[config.mk]
export PLATFORM = sky130hd
export DESIGN_NAME = tone_detector
export DESIGN_NICKNAME = d
export VERILOG_FILES = /design/src/rtl/tone_detector.sv
export SDC_FILE = /design/constraint.sdc
export NUM_CORES = 1
export LEC_CHECK = 0
export ABC_CLOCK_PERIOD_IN_PS = 4000
export CAP_MARGIN = 20
export CORE_MARGIN = 2
export CORE_UTILIZATION = 64
export CTS_BUF_LIST = sky130_fd_sc_hd__clkbuf_16
export DETAILED_ROUTE_END_ITERATION = 8
export HOLD_SLACK_MARGIN = 0.1
export PLACE_DENSITY = 0.82
export SLEW_MARGIN = 20
export SYNTH_ARGS = -nofsm -noshare
export SYNTH_HDL_FRONTEND = slang
export SYNTH_SLANG_ARGS = --single-unit
export TNS_END_PERCENT = 5
[constraint.sdc]
create_clock -name clk -period 4 [get_ports clk]
set_input_delay 1.2 -clock clk [delete_from_list [all_inputs] [get_ports clk]]
set_output_delay 1.2 -clock clk [all_outputs]
set_load 0.005 [all_outputs]
[src/rtl/tone_detector.sv]
// Tone frequency meter: times rising-edge periods of a square wave and
// divides the millisecond timebase by the period to report Hz.
module tone_detector #(
  parameter int SILENCE_MS  = 100,
  parameter int SYNC_STAGES = 2
) (
  input  logic        clk,
  input  logic        rst_n,
  input  logic        sound_in,
  input  logic [15:0] ticks_per_milli,
  output logic [9:0]  frequency,
  output logic        freq_valid,
  output logic        silent,
  output logic        overrun
);

  typedef enum logic [1:0] {
    IDLE,
    MEASURE,
    DIVIDE
  } state_e;

  localparam logic [15:0] SIL = 16'(SILENCE_MS);

  logic [SYNC_STAGES-1:0] sync_q;
  logic                   prev_q;
  state_e                 state_q, state_d;
  logic [31:0]            per_q, per_d;
  logic [15:0]            pre_q, pre_d;
  logic [15:0]            ms_q, ms_d;
  logic [31:0]            p_q, p_d;
  logic [31:0]            rem_q, rem_d;
  logic [31:0]            quo_q, quo_d;
  logic [5:0]             cnt_q, cnt_d;
  logic [9:0]             freq_q, freq_d;
  logic                   valid_q, valid_d;
  logic                   silent_q, silent_d;

  logic        en;
  logic        edge_det;
  logic        ovr;
  logic [32:0] rem_sh;
  logic        ge;
  logic [31:0] quo_nx;

  assign en       = |ticks_per_milli;
  assign edge_det = sync_q[SYNC_STAGES-1] & ~prev_q;

  // One restoring-division step: shift the next dividend bit into the remainder.
  assign rem_sh = {rem_q, quo_q[31]};
  assign ge     = rem_sh >= {1'b0, p_q};
  assign quo_nx = {quo_q[30:0], ge};

  always_comb begin
    state_d  = state_q;
    per_d    = (per_q == '1) ? per_q : per_q + 32'd1;
    pre_d    = pre_q + 16'd1;
    ms_d     = ms_q;
    p_d      = p_q;
    rem_d    = rem_q;
    quo_d    = quo_q;
    cnt_d    = cnt_q;
    freq_d   = freq_q;
    valid_d  = 1'b0;
    silent_d = silent_q;
    ovr      = 1'b0;

    if (pre_q == ticks_per_milli - 16'd1) begin
      pre_d = '0;
      if (ms_q != '1) ms_d = ms_q + 16'd1;
    end
    if (edge_det) begin
      per_d = 32'd1;
      pre_d = '0;
      ms_d  = '0;
    end

    unique case (state_q)
      IDLE: begin
        if (edge_det) state_d = MEASURE;
      end
      MEASURE: begin
        if (edge_det) begin
          p_d     = per_q;
          cnt_d   = '0;
          state_d = DIVIDE;
        end
      end
      DIVIDE: begin
        if (edge_det) ovr = 1'b1;
        if (cnt_q == 6'd0) begin
          rem_d = '0;
          // Adding half the period rounds the quotient to nearest.
          quo_d = 32'(ticks_per_milli) * 32'd1000 + {1'b0, p_q[31:1]};
          cnt_d = 6'd1;
        end else begin
          rem_d = ge ? 32'(rem_sh - {1'b0, p_q}) : rem_sh[31:0];
          quo_d = quo_nx;
          cnt_d = cnt_q + 6'd1;
          if (cnt_q == 6'd32) begin
            freq_d   = (|quo_nx[31:10]) ? 10'h3FF : quo_nx[9:0];
            valid_d  = 1'b1;
            silent_d = 1'b0;
            state_d  = MEASURE;
          end
        end
      end
      default: state_d = IDLE;
    endcase

    // ms_d is already cleared by an edge, so an edge beats the timeout.
    if (!silent_q && ms_d >= SIL) begin
      freq_d   = '0;
      silent_d = 1'b1;
      valid_d  = 1'b1;
      state_d  = IDLE;
    end

    if (!en) begin
      state_d  = IDLE;
      per_d    = '0;
      pre_d    = '0;
      ms_d     = '0;
      freq_d   = '0;
      silent_d = 1'b1;
      valid_d  = !silent_q;
      ovr      = 1'b0;
    end
  end

  always_ff @(posedge clk or negedge rst_n) begin
    if (!rst_n) begin
      sync_q   <= '0;
      prev_q   <= 1'b0;
      state_q  <= IDLE;
      per_q    <= '0;
      pre_q    <= '0;
      ms_q     <= '0;
      p_q      <= '0;
      rem_q    <= '0;
      quo_q    <= '0;
      cnt_q    <= '0;
      freq_q   <= '0;
      valid_q  <= 1'b0;
      silent_q <= 1'b1;
    end else begin
      sync_q   <= {sync_q[SYNC_STAGES-2:0], sound_in};
      prev_q   <= sync_q[SYNC_STAGES-1];
      state_q  <= state_d;
      per_q    <= per_d;
      pre_q    <= pre_d;
      ms_q     <= ms_d;
      p_q      <= p_d;
      rem_q    <= rem_d;
      quo_q    <= quo_d;
      cnt_q    <= cnt_d;
      freq_q   <= freq_d;
      valid_q  <= valid_d;
      silent_q <= silent_d;
    end
  end

  assign frequency  = freq_q;
  assign freq_valid = valid_q;
  assign silent     = silent_q;
  assign overrun    = ovr;

endmodule

==> flow_metrics.tcl <==
set metrics [dict create \
    ant_nets 0 \
    period_share_pct 167 \
    endpoint "quo_q[31]" \
    slew_violations 0 \
    place.detailed.hpwl_mm 28.1 \
    cts_tree "built" \
    synth_cells 1631 \
    port_buffers 31 \
    layout-drive-gt1-share_pct 20.6 \
    synth_common_cells "dfrtp_1 (182), nand2_1 (160), nor2_1 (139)" \
    crit_chain "buf_2 -> clkinvlp_4 -> buf_4 -> fa_1 -> fa_1 -> fa_1 -> fa_1 -> inv_1 -> ha_4 -> nand3_1 -> nand2_1 -> a31oi_4 -> buf_6 -> a211oi_4 -> nor2_1 -> a211o_1 -> xnor2_1 -> ha_1 -> nand4_1 -> or2_4 -> a311oi_2 -> buf_4 -> a32oi_1 -> o21ai_0" \
    yosys_warnings 0 \
    synth_cell_types 72 \
    fin_ws_ns -2.66 \
    yosysMostFrequentCell "dfrtp_1" \
    drt_wl_total_mm 45.3 \
    ys_seq_area_share_pct 31.5 \
    worst-path-max-fanout 5 \
    relSlewSlack_pct 42.4 \
    cpMostUsedCell "fa_1" \
    status "finished, violations left" \
    cp.arrival_ns 7.02 \
    grt_usage_pct 36.5 \
    ys_async_sr_fraction_pct 100 \
    worstMarginPinSlew_ns 0.860 \
    setup_tns_ns -57.33 \
    ir_worst_vdd_uv 545 \
    fmax_mhz 150 \
    fp-row-count 55 \
    fin_nets 2044 \
    critPathLaunch "ticks_per_milli[6]" \
    timing.rr.start "p_q[7]" \
    max_cap_viol_count 0 \
    num_vias 13900 \
    cts_made_buffers 17 \
    worstSetupPathType "in -> reg" \
    syn_nets 1841 \
    synthToLayoutAreaGrowth_pct 24.0 \
    fp.dieArea_mm2 0.0239 \
    slowest_stage "fa_1" \
    finalPower_uw 14400 \
    synth-edff-count 0 \
    coreArea_mm2 0.0225 \
    period_minus_slack_ns 6.66 \
    violations "negative setup slack" \
    htreeDepth 4 \
    drt_iter0_markers 1479 \
    grt_pass1_wl_mm 69.3 \
    antenna_found_initial 1 \
    worstRegToRegCells 13 \
    grt_overflow 0 \
    endpoint_kind "register" \
    ys_ff_latch 183 \
    crit_buf_inv 6 \
    drc 0 \
    syn_avg_cell_area_um2 8.92 \
    syn-cell-area_mm2 0.0145 \
    worstSkewPairLatency_ns 0.45 \
    die_h_um 155 \
    cts_buffer_depth 2 \
    p_leak_uw 0.00848 \
    grt_max_degree 84 \
    p_per_area_mw_per_mm2 799 \
    gp_congestion 0.916 \
    yosys.area.top_type "dfrtp_1" \
    reg2reg_slack_ns 0.20 \
    fp.dieW_um 155 \
    avgRoutedWirePerCell_um 21.3 \
    cts-hold-fix-buffers 0 \
    initial_core_util_pct 64.6 \
    routed_via_density 6.52 \
    first_pass_iters 6 \
    grt_pass1_vias 13800 \
    slowest_delay_ns 0.54 \
    clk_pin_slew_worst_paths_ns 0.08 \
    cts.sinks 183 \
    num_antenna_cells 0 \
    path_depth 24 \
    crit_required_ns 4.36 \
    synth_top_flop_cell "dfrtp_1" \
    setup_viol 39 \
    grt_setup_unrepaired "yes" \
    yosysTopAreaCellShare_pct 31.3 \
    critPathLaunchType "input pin" \
    synth.area.top_cells "dfrtp_1 (31%), ha_1 (12%), fa_1 (7.7%), xnor2_1 (4.6%), xor2_1 (4.3%)" \
    crit_family "adder cells" \
    hold_viol_final 0 \
    hold_path_class "reg -> reg" \
    r2r-end "rem_q[5]" \
    hold_depth 0 \
    ioPinCount 32 \
    finClkSkew_ns 0.0195 \
    cts_root_buf "clkbuf_16" \
]
-- worst min path at each step --
stage | end | start | slack [ns]
5_1_grt | sync_q[1] | sync_q[0] | 0.39
4_1_cts | sync_q[1] | sync_q[0] | 0.35
3_3_place_gp | sync_q[1] | sync_q[0] | 0.33
6_report | sync_q[1] | sync_q[0] | 0.35
2_1_floorplan | sync_q[1] | sync_q[0] | 0.33
3_5_place_dp | sync_q[1] | sync_q[0] | 0.33
-- area by class of cell --
class / count / area (um2)
Tap cell: 285 / 357
Timing Repair Buffer: 238 / 1930
Fill cell: 1187 / 4470
Clock inverter: 15 / 198
Inverter: 131 / 512
Clock buffer: 17 / 425
Multi-Input combinational cell: 1263 / 10000
Sequential cell: 183 / 4580
-- per-layer routing --
| metal | GRT usage (%) | vias up | routed length, um |
|---|---|---|---|
| li1 | - | 6069 | - |
| met1 | 44.8 | 6601 | 17100 |
| met2 | 59.9 | 926 | 20900 |
| met3 | 8.27 | 304 | 4260 |
| met4 | 20.6 | 0 | 3040 |
| met5 | 0 | - | 0 |
-- repair_timing --
item	in CTS	in global routing
resized for setup	133	26
pin swaps	60	18
hold endpoints to repair	0	0
gates cloned	0	0
buffers inserted	13	6
setup endpoints to repair	54	44
-- sequential cells by signal (all words and copies together), names as in the netlist, 2 cells and up --
register / count
frequency: 10
ms_q: 16
pre_q: 16
state_q: 2
cnt_q: 6
p_q: 32
sync_q: 2
per_q: 32
rem_q: 32
quo_q: 32
-- cells by family (layout without fill, tap and decap cells) --
logic type / after synthesis / count (layout) / share of synthesized area (%)
and+or+nand+nor: 543 / 543 / 17.9
DFF: 183 / 183 / 31.5
xor gates and xnor gates: 147 / 147 / 8.85
muxes: 31 / 31 / 2.15
buffers and inverters: 185 / 401 / 4.84
AOI/OAI and AO/OA: 351 / 351 / 15.5
adders and majority gates: 191 / 191 / 19.3
-- where the power goes --
group | total [uW] | internal, uW | switching [uW]
sequential | 2530 | 2190 | 339
combinational | 10100 | 4630 | 5460
clock | 1800 | 912 | 887
-- cells in the final DEF (no fill, tap or decap), types with 17 or more instances in the layout --
| master | netlist | layout |
|---|---|---|
| nand4_1 | 26 | 26 |
| buf_4 | 0 | 196 |
| xnor2_1 | 76 | 69 |
| xor2_1 | 71 | 69 |
| a21o_1 | 34 | 34 |
| clkbuf_16 | 0 | 17 |
| inv_1 | 131 | 119 |
| nor3_1 | 35 | 27 |
| nor2_1 | 139 | 136 |
| clkdlybuf4s50_1 | 0 | 19 |
| dfrtp_1 | 182 | 182 |
| ha_4 | 0 | 18 |
| o21ai_0 | 112 | 103 |
| nand3_1 | 63 | 60 |
| ha_1 | 135 | 113 |
| mux2i_1 | 29 | 29 |
| fa_1 | 56 | 56 |
| nand2b_1 | 19 | 17 |
| and3_1 | 23 | 21 |
| a21oi_1 | 78 | 63 |
| nand2_1 | 160 | 160 |
-- per-stage QoR --
stage	utilization [%]	instance area [um2]	std cells	hold slack (ns)	setup WS [ns]
2_1_floorplan	-	14700	1631	0.331	-2.40
6_report	80.1	18000	2132	0.350	-2.66
3_3_place_gp	73.9	16600	2081	0.334	-3.14
4_1_cts	79.3	17900	2126	0.352	-2.26
3_5_place_dp	74.0	16600	2081	0.335	-3.34
5_1_grt	80.1	18000	2132	0.388	-2.77
Power figures use the tool's default switching activity.
==> RTL edit, RTL diff (same flow settings) <==
Change the parameter `SYNC_STAGES` from 2 to 4.
--- a/src/rtl/tone_detector.sv
+++ b/src/rtl/tone_detector.sv
@@ -2,7 +2,7 @@
 // divides the millisecond timebase by the period to report Hz.
 module tone_detector #(
   parameter int SILENCE_MS  = 100,
-  parameter int SYNC_STAGES = 2
+  parameter int SYNC_STAGES = 4
 ) (
   input  logic        clk,
   input  logic        rst_n,
Behaviour: not the same (Yosys sat finds a counterexample within 10 cycles, from zero or initial values and one cycle with rst_n low).
==> RTL edit against the original RTL <==
- the flow still finishes with violations (setup timing)
- clock skew shrank 0.011 ns
- routed wire length shrank 5.4%
- total power decreased by 2.4%
- worst setup slack improved by 0.19 ns
- first-iteration DRC count fell by 3.0%
- cell area barely moved
- global-route usage decreased by 1.4 points
- sequential cell count is 2 higher
- area after synthesis up 0.65%
- critical path type unchanged
- largest cell class unchanged
- largest power group unchanged
==> RTL edit: results (changes against the original RTL) <==
run status: finished, violations left
violated checks: setup timing
CP Capture Point: quo_q[25]
Setup WS post-layout: -2.470 ns (+0.1938 ns)
CP arrival: 6.78 ns (-0.24 ns)
#FFs+latches synth: 185 (+1.1%)
maximum VDD drop: 0.6847 mV (+26%)
most frequent cells after synthesis: dfrtp_1, nand2_1, inv_1
TNS Setup: -51.25 ns (+6.084 ns)
initial antenna violation count: 0 (-1)
placed inst area: 16630 um^2 (about the same)
Synth area leaders: dfrtp_1, ha_1, fa_1
slew margin rel.: 41.89% (-0.55 points)
skew final: 0.008139 ns (-0.01139 ns)
nets: 2063 (+0.93%)
Final setup viols: 39 (unchanged)
DRT iter0 DRCs: 1434 (-3.0%)
Placer Congestion: 0.9627 (+5.1%)
RR Endpoint: rem_q[15]
critical-path maximum fanout: 4 (-1)
routed wire length: 42.86 mm (-5.4%)
vias in the first global route: 13310 (-3.5%)
post-DP HPWL: 28.19 mm (+0.15%)
Placement Setup Slack: -3.344 ns (-0.004040 ns)
post-synthesis sequential area ratio: 31.64% (+0.14 points)
first-pass GRT wire length: 66.61 mm (-3.9%)
[RTL edit: per-stage QoR]
step,cells,hold slack [ns]
final,2151,0.3579
after global routing,2151,0.3627
after CTS,2137,0.3529
after detailed placement,2087,0.3347
after global placement,2087,0.3333
after floorplan,1646,0.3312
[RTL edit: logic make-up after synthesis]
| kind of cell | Yosys count | share of synthesized area (%) |
|---|---|---|
| AOI/OAI and AO/OA | 350 | 14.80 |
| and+or+nand+nor | 553 | 18.48 |
| muxes | 31 | 2.163 |
| xor gates and xnor gates | 143 | 8.558 |
| adders and majority gates | 191 | 19.20 |
| DFF | 185 | 31.64 |
| buffers and inverters | 193 | 5.155 |
[RTL edit: routing by layer]
| layer | global-route usage (%) | part of all wire (%) |
|---|---|---|
| met1 | 41.90 | 38 |
| met2 | 59.94 | 49 |
| met3 | 5.989 | 6.1 |
| met4 | 21.10 | 6.7 |
| met5 | 0 | 0 |
[RTL edit: what timing repair did]
item                                    CTS  global route
pin swaps                                94            76
hold buffers                              0             0
endpoints found under the setup margin   40            41
buffers inserted                         18            14
resized for setup                       134            52
[RTL edit: how the worst min path moves through the flow]
stage / start / to / slack (ns) / depth (start not counted)
after CTS: sync_q[0] / sync_q[1] / 0.35 / 0
after global routing: sync_q[1] / sync_q[2] / 0.36 / 0
after detailed placement: sync_q[2] / sync_q[3] / 0.33 / 0
after global placement: sync_q[1] / sync_q[2] / 0.33 / 0
after floorplan: sync_q[0] / sync_q[1] / 0.33 / 0
final: sync_q[2] / sync_q[3] / 0.36 / 0
[RTL edit: area by class of cell]
cell class / count / area, um^2 / share of cell area (%)
clock inverters: 15 / 157.7 / 0.8751
well taps: 285 / 356.6 / 1.979
flip-flops and latches: 185 / 4631 / 25.70
repair buffers: 237 / 1964 / 10.90
multi-input cells: 1268 / 9916 / 55.04
clock buffers: 17 / 425.4 / 2.361
inverters: 144 / 564.3 / 3.132
[RTL edit: worst max-delay path, delay by kind of cell]
family / cells / cell delay, ns
AO/OA/AOI/OAI: 6 / 1.16
AND/OR/NAND/NOR: 5 / 0.63
buffers and inverters: 7 / 0.85
adder cells (fa/ha/maj): 6 / 2.77
XOR/XNOR: 1 / 0.17
[RTL edit: power breakdown]
group / switching [mW] / total [mW] / internal [mW]
clock network: 0.852 / 1.73 / 0.881
registers: 0.330 / 2.55 / 2.22
logic: 5.21 / 9.78 / 4.57
